<file path="src/rtl/game_pkg.sv">
// Shared types and constants for the Flappy Bird round sequencer and score display.
package game_pkg;

  localparam int DIGIT_W = 4;
  localparam int SCORE_W = 3 * DIGIT_W;
  localparam logic [SCORE_W-1:0] SCORE_MAX = 12'h999;

  typedef enum logic [1:0] {
    IDLE    = 2'd0,
    PLAYING = 2'd1,
    DYING   = 2'd2,
    OVER    = 2'd3
  } state_e;

  // Digit-by-digit magnitude compare, most significant digit first.
  function automatic logic bcd_gt(input logic [SCORE_W-1:0] a, input logic [SCORE_W-1:0] b);
    for (int i = 2; i >= 0; i--) begin
      if (a[i*DIGIT_W +: DIGIT_W] > b[i*DIGIT_W +: DIGIT_W]) return 1'b1;
      if (a[i*DIGIT_W +: DIGIT_W] < b[i*DIGIT_W +: DIGIT_W]) return 1'b0;
    end
    return 1'b0;
  endfunction

endpackage

</file>
<file path="src/rtl/bcd_counter3.sv">
// Three-digit BCD up-counter with synchronous clear; holds at 999 instead of wrapping.
module bcd_counter3
  import game_pkg::*;
(
  input  logic               clk,
  input  logic               reset_n,
  input  logic               clr_i,
  input  logic               inc_i,
  output logic [SCORE_W-1:0] count_o
);

  logic [SCORE_W-1:0] count_q, count_d;

  always_comb begin
    count_d = count_q;
    if (clr_i) begin
      count_d = '0;
    end else if (inc_i && (count_q != SCORE_MAX)) begin
      if (count_q[3:0] != 4'd9) begin
        count_d[3:0] = count_q[3:0] + 4'd1;
      end else begin
        count_d[3:0] = 4'd0;
        if (count_q[7:4] != 4'd9) begin
          count_d[7:4] = count_q[7:4] + 4'd1;
        end else begin
          count_d[7:4]  = 4'd0;
          count_d[11:8] = count_q[11:8] + 4'd1;
        end
      end
    end
  end

  always_ff @(posedge clk or negedge reset_n) begin
    if (!reset_n) count_q <= '0;
    else          count_q <= count_d;
  end

  assign count_o = count_q;

endmodule

</file>
<file path="src/rtl/game_controller.sv">
// Round sequencer: flap synchronizer, IDLE/PLAYING/DYING/OVER FSM, death timer and BCD score.
// Optional high-score register is built when HIGH_SCORE_EN is defined.
module game_controller
  import game_pkg::*;
#(
  parameter int unsigned DEATH_CYCLES = 25_000_000,
  parameter int unsigned SYNC_STAGES  = 2
) (
  input  logic               clk,
  input  logic               reset_n,
  input  logic               flap_btn,
  input  logic               pipe_passed,
  input  logic               pipe_collision,
  input  logic               ground_hit,
  output logic               pipe_enable,
  output logic               round_reset,
  output logic               flap_pulse,
  output logic [1:0]         state,
  output logic [SCORE_W-1:0] score_bcd
`ifdef HIGH_SCORE_EN
  ,
  output logic [SCORE_W-1:0] high_bcd
`endif
);

  localparam logic [25:0] DEATH_LOAD = 26'(DEATH_CYCLES - 1);

  logic [SYNC_STAGES-1:0] sync_q;
  logic                   sync_prev_q;
  logic                   flap_edge_q;

  state_e      state_q, state_d;
  logic [25:0] death_cnt_q, death_cnt_d;
  logic        pipe_enable_q, pipe_enable_d;
  logic        flap_pulse_q, flap_pulse_d;
  logic        round_reset_q, round_reset_d;
  logic        score_inc;
  logic        death_evt;

  assign death_evt = pipe_collision | ground_hit;

  always_ff @(posedge clk or negedge reset_n) begin
    if (!reset_n) begin
      sync_q      <= '0;
      sync_prev_q <= 1'b0;
      flap_edge_q <= 1'b0;
    end else begin
      sync_q      <= {sync_q[SYNC_STAGES-2:0], flap_btn};
      sync_prev_q <= sync_q[SYNC_STAGES-1];
      flap_edge_q <= sync_q[SYNC_STAGES-1] & ~sync_prev_q;
    end
  end

  always_ff @(posedge clk or negedge reset_n) begin
    if (!reset_n) begin
      state_q       <= IDLE;
      death_cnt_q   <= '0;
      pipe_enable_q <= 1'b0;
      flap_pulse_q  <= 1'b0;
      round_reset_q <= 1'b0;
    end else begin
      state_q       <= state_d;
      death_cnt_q   <= death_cnt_d;
      pipe_enable_q <= pipe_enable_d;
      flap_pulse_q  <= flap_pulse_d;
      round_reset_q <= round_reset_d;
    end
  end

  always_comb begin
    state_d     = state_q;
    death_cnt_d = death_cnt_q;
    case (state_q)
      IDLE:    if (flap_edge_q) state_d = PLAYING;
      PLAYING: if (death_evt) begin
        state_d     = DYING;
        death_cnt_d = DEATH_LOAD;
      end
      DYING:   if (death_cnt_q == '0) state_d = OVER;
               else death_cnt_d = death_cnt_q - 26'd1;
      OVER:    if (flap_edge_q) state_d = IDLE;
      default: state_d = IDLE;
    endcase
  end

  // Death beats both a coincident flap and a coincident pipe pass.
  always_comb begin
    pipe_enable_d = (state_d == PLAYING);
    flap_pulse_d  = flap_edge_q & ((state_q == IDLE) | ((state_q == PLAYING) & ~death_evt));
    round_reset_d = flap_edge_q & (state_q == OVER);
    score_inc     = pipe_passed & (state_q == PLAYING) & ~death_evt;
  end

  bcd_counter3 u_score (
    .clk     (clk),
    .reset_n (reset_n),
    .clr_i   (round_reset_d),
    .inc_i   (score_inc),
    .count_o (score_bcd)
  );

`ifdef HIGH_SCORE_EN
  logic [SCORE_W-1:0] high_q;

  always_ff @(posedge clk or negedge reset_n) begin
    if (!reset_n) begin
      high_q <= '0;
    end else if ((state_q == DYING) && (state_d == OVER) && bcd_gt(score_bcd, high_q)) begin
      high_q <= score_bcd;
    end
  end

  assign high_bcd = high_q;
`endif

  assign pipe_enable = pipe_enable_q;
  assign flap_pulse  = flap_pulse_q;
  assign round_reset = round_reset_q;
  assign state       = state_q;

endmodule

</file>
<file path="config.mk">
export PLATFORM = sky130hd
export DESIGN_NAME = game_controller
export DESIGN_NICKNAME = d
export VERILOG_FILES = /design/src/rtl/game_pkg.sv /design/src/rtl/bcd_counter3.sv /design/src/rtl/game_controller.sv
export SDC_FILE = /design/constraint.sdc
export NUM_CORES = 1
export LEC_CHECK = 0
export CAP_MARGIN = 20
export CORE_UTILIZATION = 30
export DETAILED_ROUTE_END_ITERATION = 12
export MAX_ROUTING_LAYER = met4
export PLACE_DENSITY_LB_ADDON = 0.2
export SETUP_SLACK_MARGIN = 0.02
export SLEW_MARGIN = 15
export SYNTH_ARGS = -nofsm -noshare
export SYNTH_HDL_FRONTEND = slang
export SYNTH_SLANG_ARGS = --single-unit
</file>
<file path="constraint.sdc">
create_clock -name clk -period 3.58 [get_ports clk]
set_input_delay 0.358 -clock clk [delete_from_list [all_inputs] [get_ports clk]]
set_output_delay 0.358 -clock clk [all_outputs]
set_load 0.01 [all_outputs]
</file>
==> metrics.csv, run 1 <==
stage,metric,value,unit
floorplanning,chip height,94.2,µm
routing,drt first-iter violations,160,
yosys,cell count after synthesis,272,
routing,count of vias placed by the detailed router,2118,
global_routing,largest net degree at the start of global routing,29,
global_routing,total global routing overflow,0,
sta,minimum hold slack,0.0720,ns
clocking,number of setup buffers added after CTS,0,
yosys,Async SR Flop Fraction,1.00,
floorplanning,count of standard-cell rows,33,
setup_path,worst setup path class,flip-flop to flip-flop,
flow_run,MaxCap Viol Count,0,
sta,# setup viols final,0,
clocking,H-tree levels,2,
yosys,count of distinct cell types in the synthesized netlist,50,
sta,pins over their slew limit,0,
clocking,Worst-path clk slew,0.09,ns
floorplanning,Horiz. Die Dim,94.2,µm
sta,final clock period utilization by the worst path,0.760,
power_and_ir_drop,switching share of total power,0.368,
cells_and_area,ANT cells,0,
power_and_ir_drop,worst supply voltage drop on vdd,210,µV
power_and_ir_drop,power density relative to cell area,557,nW/µm²
global_routing,wire length of the first global-routing pass,9920,µm
floorplanning,core area,8220,µm²
routing,DRT antenna net count,0,
placed_design,placed cell count,390,
global_routing,vias in the first global route,1906,
yosys,post-synthesis sequential element count,47,
power_and_ir_drop,power share of the clock group,0.193,
global_routing,antenna violations before repair,0,
power_and_ir_drop,reported net switching power,604,µW
cells_and_area,final core occ,0.359,
setup_path,crit path launch type,flip-flop,
power_and_ir_drop,leakage power total,1.12,nW
placed_design,port bufs,22,
placed_design,global placer's final weighted congestion,0.819,
run_status,status,completed,
setup_path,sort of element at the end of the critical path,flip-flop,
cells_and_area,count of nets after finishing,306,
routing,wire per inst,14.8,µm
sta,Hold Fails Final Rpt,0,
floorplanning,top-level I/O count,23,
routing,drc violations,0,
yosys,number of enable flip-flop cells after synthesis,0,
clocking,root buffer cell,clkbuf_8,
cells_and_area,number of filler cells placed in the layout,815,
clocking,Bufs on Longest Clock Path,2,
cells_and_area,non-filler instance count after layout,398,
power_and_ir_drop,combinational share of power,0.319,
routing,length of routed met3 wiring,220,µm
cells_and_area,"leading cell type in the layout, fill and taps excluded",dfrtp_1,
yosys,post-synthesis sequential area ratio,0.461,
routing,met2 routed WL,2590,µm
routing,top layer in use,met4,
sta,sum of negative setup slack,0,ns
cells_and_area,share of cells above drive strength 1,0.0717,
clocking,Clock Latency Late Sink,0.30,ns
placed_design,HPWL Detailed,4110,µm
setup_path,data required time at the worst endpoint,3.72,ns
power_and_ir_drop,total power after layout,1.64,mW
clocking,number of buffers created by CTS,5,
sta,"Min Clock Period, post-route",2.72,ns
yosys,Synth Flop Type,dfrtp_1,
cells_and_area,"commonest cells after routing, fill and taps aside","47 x dfrtp_1, 23 x nand3_1, 21 x clkdlybuf4s50_1",
floorplanning,die outline area,8880,µm²
yosys,netlist area before placement,2550,µm²
routing,wl on met1,3000,µm
power_and_ir_drop,P_int,1.04,mW
cells_and_area,area growth from synthesis to layout,15.5,%
setup_path,signal arrival time at the worst endpoint,2.86,ns
clocking,CTS resizes,0,
sta,setup repair after global routing missed its margin,no,
sta,Layout Skew,0.00887,ns
routing,DRT Wirelength,5870,µm
clocking,number of clock sinks,47,
clocking,Post-CTS Hold Fix Bufs,0,
routing,via count normalized by instance count,5.32,
sta,transition time of the tightest slew-check pin,0.748,ns
setup_path,highest fanout seen on the critical path,20,
yosys,Mapped Avg Cell Area,9.38,µm²
routing,number of detailed-routing iterations run before antenna repair,4,
clocking,CTS tree,yes,
global_routing,global-route usage over all layers,0.147,
floorplanning,starting density of the core,0.311,
yosys,Yosys warnings,0,
sta,Max Fclk,368,MHz
worst_hold_path,hold crit path type,primary input to asynchronous set/reset pin,
sta,Rel. slew slack,0.500,
yosys,"Net Count, Synth",286,
power_and_ir_drop,portion of total power attributed to sequential cells,0.488,
## power by group through the flow
| stage | registers (mW) | logic [mW] | clock network, mW |
|---|---|---|---|
| floorplan | 0.772 | 0.358 | 0 |
| global placement | 0.805 | 0.523 | 0 |
| detailed placement | 0.809 | 0.525 | 0 |
| CTS | 0.799 | 0.528 | 0.330 |
| global route | 0.823 | 0.585 | 0.348 |
| finish | 0.801 | 0.523 | 0.318 |
## synth_stat cells, drive strengths merged (8+ instances only)
| master | n | area share |
|---|---|---|
| a21oi | 10 | 0.020 |
| clkbuf | 8 | 0.012 |
| dfrtp | 47 | 0.46 |
| ha | 8 | 0.039 |
| nand2 | 17 | 0.025 |
| nand3 | 23 | 0.045 |
| nor2 | 19 | 0.028 |
| nor3 | 10 | 0.024 |
| o21ai | 18 | 0.035 |
| o31ai | 10 | 0.029 |
| or3 | 14 | 0.034 |
| or4 | 15 | 0.044 |
## per-layer routing
metal  vias up  track usage
met5         -            -
met4         0       0.0385
met3         6       0.0251
li1       1061            -
met1      1008        0.215
met2        43        0.206
## per-stage QoR
| step | setup WS, ns | area (µm²) |
|---|---|---|
| after global placement | 0.981 | 2870 |
| after detailed placement | 0.889 | 2870 |
| final | 0.860 | 2950 |
| after CTS | 0.855 | 2950 |
| after floorplan | 1.28 | 2550 |
| after global routing | 0.608 | 2950 |
## critical path, stage by stage (launching register included)
cell and delay (ns):
dfrtp_1 0.44, inv_1 0.11, ha_1 0.14, nor4bb_1 0.45
nand4b_1 0.34, nor3_4 0.63, buf_4 0.27, or4_1 0.12
nand3_1 0.06
## path summary, 6_finish.rpt
check,start,endpoint,slack [ns],cells past startpoint
setup / recovery,death_cnt_q[0],death_cnt_q[18],0.86,8
setup reg to reg,death_cnt_q[0],death_cnt_q[18],0.86,8
min in group clk,sync_q[0],sync_q[1],0.35,0
max in group asynchronous,reset_n,death_cnt_q[11],2.79,2
hold / removal,reset_n,u_score.count_o[9],0.07,1
hold reg to reg,sync_q[0],sync_q[1],0.35,0
## sequential cells by signal, summed over array words and instances, names as in the netlist
register,cells
flap_pulse,1
sync_q,2
flap_edge_q,1
death_cnt_q,26
pipe_enable,1
state,2
sync_prev_q,1
round_reset,1
u_score.count_o,12
## logic make-up after synthesis
group / count (synthesis) / synth area share
and+or+nand+nor: 135 / 0.301
AOI/OAI and AO/OA: 57 / 0.145
DFF: 47 / 0.461
buffers and inverters: 19 / 0.0314
adders and majority gates: 8 / 0.0392
xor gates and xnor gates: 3 / 0.0103
muxes: 3 / 0.0123
## area by class of cell
class	count	area, µm²	share of cell area
Clock inverter	1	5.00	0.00170
Tap cell	105	131	0.0445
Sequential cell	47	1180	0.399
Inverter	7	26.3	0.00891
Clock buffer	7	76.3	0.0259
Multi-Input combinational cell	206	1300	0.440
Timing Repair Buffer	25	238	0.0806
Power figures use the tool's default switching activity.
==> run 2: changes to the inputs <==
- clock period: 3.58 -> 2.83 ns (I/O delays scaled with it)
==> run 2 against run 1 <==
Die area stayed put. Via count is 1.8% higher. Clock-buffer cell count is 1 lower. Critical path type unchanged. Critical endpoint is now death_cnt_q[14]. Clock skew is 0.00078 ns higher. Sequential power is 23% higher. Non-clock buffer count is 8 higher.
==> metrics.csv, run 2 (synthesized netlist as in run 1, its figures left out) <==
stage,metric,value,unit
floorplanning,chip height,94.2,µm
global_routing,Global Route met1 Usage,0.202,
setup_path,slowest cell on the critical path,or3_1,
global_routing,vias in the first global route,2006,
sta,fin worst setup slack,0.327,ns
floorplanning,core area,8220,µm²
clocking,CTS resizes,0,
sta,pins over their slew limit,0,
sta,# setup viols final,0,
setup_path,signal arrival time at the worst endpoint,2.66,ns
setup_path,"Cell Chain, Critical Path","inv_1, ha_1, nor4bb_1, nand4b_1, or3_1, a31oi_1, o21ai_1",
run_status,status,completed,
cells_and_area,"leading cell type in the layout, fill and taps excluded",dfrtp_1,
clocking,number of buffers created by CTS,5,
flow_run,MaxCap Viol Count,0,
setup_path,Reg-to-Reg Start,death_cnt_q[0],
global_routing,total global routing overflow,0,
sta,sum of negative setup slack,0,ns
global_routing,GR met2 Demand/Resource,0.232,
worst_hold_path,hold crit path type,flip-flop to flip-flop,
setup_path,depth of the worst register-to-register path,7,
setup_path,stage delay of the slowest cell on the critical path,0.53,ns
global_routing,global-route usage over all layers,0.150,
setup_path,Worst R2R Setup Slack,0.33,ns
setup_path,highest fanout seen on the critical path,6,
cells_and_area,Top reg by flops,death_cnt_q,
placed_design,port bufs,22,
routing,wire per inst,14.6,µm
routing,drc violations,0,
setup_path,data required time at the worst endpoint,2.98,ns
cells_and_area,area growth from synthesis to layout,18.8,%
worst_hold_path,WHS Endpoint,sync_q[1],
sta,"Min Clock Period, post-route",2.50,ns
clocking,Bufs on Longest Clock Path,2,
global_routing,largest net degree at the start of global routing,32,
routing,drt first-iter violations,97,
sta,Layout Skew,0.00966,ns
placed_design,global placer's final weighted congestion,0.791,
setup_path,Buf/Inv on CP,1,
sta,Hold Fails Final Rpt,0,
routing,number of detailed-routing iterations run before antenna repair,4,
setup_path,worst setup path class,flip-flop to flip-flop,
sta,Max Fclk,400,MHz
worst_hold_path,hold path startpoint,sync_q[0],
routing,count of vias placed by the detailed router,2156,
cells_and_area,count of nets after finishing,314,
placed_design,HPWL Detailed,4240,µm
floorplanning,die outline area,8880,µm²
power_and_ir_drop,power density relative to cell area,721,nW/µm²
placed_design,placed cell areas,2920,µm²
sta,final clock period utilization by the worst path,0.884,
cells_and_area,"commonest cells after routing, fill and taps aside","47 x dfrtp_1, 23 x nand3_1, 21 x clkdlybuf4s50_1",
power_and_ir_drop,leakage power total,1.16,nW
setup_path,sort of element at the end of the critical path,flip-flop,
global_routing,wire length of the first global-routing pass,10000,µm
routing,DRT Wirelength,5920,µm
cells_and_area,share of cells above drive strength 1,0.0933,
cells_and_area,ANT cells,0,
floorplanning,Horiz. Die Dim,94.2,µm
setup_path,crit path launch type,flip-flop,
clocking,Worst-path clk slew,0.08,ns
global_routing,most used routing layer in global routing,met2,
cells_and_area,number of filler cells placed in the layout,831,
global_routing,met3 track demand over resource in global routing,0.0267,
routing,via count normalized by instance count,5.32,
cells_and_area,post-route cell area,3030,µm²
clocking,number of clock sinks,47,
clocking,root buffer cell,clkbuf_8,
clocking,CTS tree,yes,
placed_design,DP Worst Slack,0.385,ns
routing,DRT antenna net count,0,
power_and_ir_drop,worst supply voltage drop on vdd,296,µV
floorplanning,count of standard-cell rows,33,
sta,Rel. slew slack,0.662,
floorplanning,top-level I/O count,23,
global_routing,antenna violations before repair,0,
clocking,H-tree levels,2,
cells_and_area,max FFs per register,26,
sta,setup repair after global routing missed its margin,no,
sta,transition time of the tightest slew-check pin,0.500,ns
setup_path,largest delay contributor family on the critical path,simple AND/OR/NAND/NOR gates,
floorplanning,starting density of the core,0.311,
setup_path,Critical R2R Capture,death_cnt_q[14],
clocking,Clock Latency Late Sink,0.30,ns
worst_hold_path,hold depth,0,
-- run 2: cell types whose count changed in the layout (fill, tap and decap cells not counted), sizes merged --
cell | before | now
buf | 4 | 11
clkbuf | 7 | 6
clkinv | 1 | 0
bufinv | 0 | 1
dlygate4sd3 | 0 | 1
-- run 2: metrics by stage --
step                      hold slack, ns  total power, mW   util  cells
final                              0.354             2.19  0.369    405
after global routing               0.362             2.36  0.369    405
after CTS                          0.358             2.21  0.369    405
after detailed placement           0.254             1.72  0.355    397
after global placement             0.262             1.71  0.355    397
after floorplan                  -0.0126             1.43      -    272
-- run 2: report_power, final --
part / switching [mW] / internal, mW / total [mW]
registers: 0.163 / 0.823 / 0.985
clock network: 0.221 / 0.259 / 0.480
logic: 0.384 / 0.337 / 0.721
total: 0.768 / 1.42 / 2.19
-- run 2: worst max path at each step --
stage,endpoint,slack (ns),from,depth (start not counted)
floorplan,death_cnt_q[11],0.53,death_cnt_q[2],7
global placement,death_cnt_q[19],0.40,death_cnt_q[2],5
detailed placement,death_cnt_q[19],0.39,death_cnt_q[2],5
CTS,death_cnt_q[14],0.36,death_cnt_q[0],7
global route,death_cnt_q[12],0.18,death_cnt_q[0],8
finish,death_cnt_q[14],0.33,death_cnt_q[0],7
-- run 2: cell type report --
| type | count | area, µm² | share of cell area |
|---|---|---|---|
| Clock inverter | 1 | 30.0 | 0.00990 |
| Timing Repair Buffer | 33 | 300 | 0.0990 |
| Tap cell | 105 | 131 | 0.0433 |
| Inverter | 7 | 26.3 | 0.00866 |
| Multi-Input combinational cell | 206 | 1300 | 0.427 |
| Clock buffer | 6 | 72.6 | 0.0239 |
| Sequential cell | 47 | 1180 | 0.388 |
-- run 2: worst register-to-register path: stages (launching register included) --
cell and delay [ns]:
dfrtp_1 0.44, inv_1 0.10, ha_1 0.13, nor4bb_1 0.47, nand4b_1 0.37, or3_1 0.53
a31oi_1 0.22, o21ai_1 0.10
-- run 2: layer usage --
layer / up-vias / wire, µm
li1: 1072 / -
met4: 0 / 57
met2: 34 / 2720
met5: - / 0
met1: 1044 / 2960
met3: 6 / 184
-- run 2: repair_timing --
action | in CTS | in global routing
hold endpoints to repair | 16 | 0
hold buffers | 1 | 0
buffers inserted | 0 | 0
==> run 3: changes to the inputs <==
- ABC_AREA: not set -> 0
==> results of run 3 <==
Same layout as run 2: the final DEF is identical, and so are final timing and power.
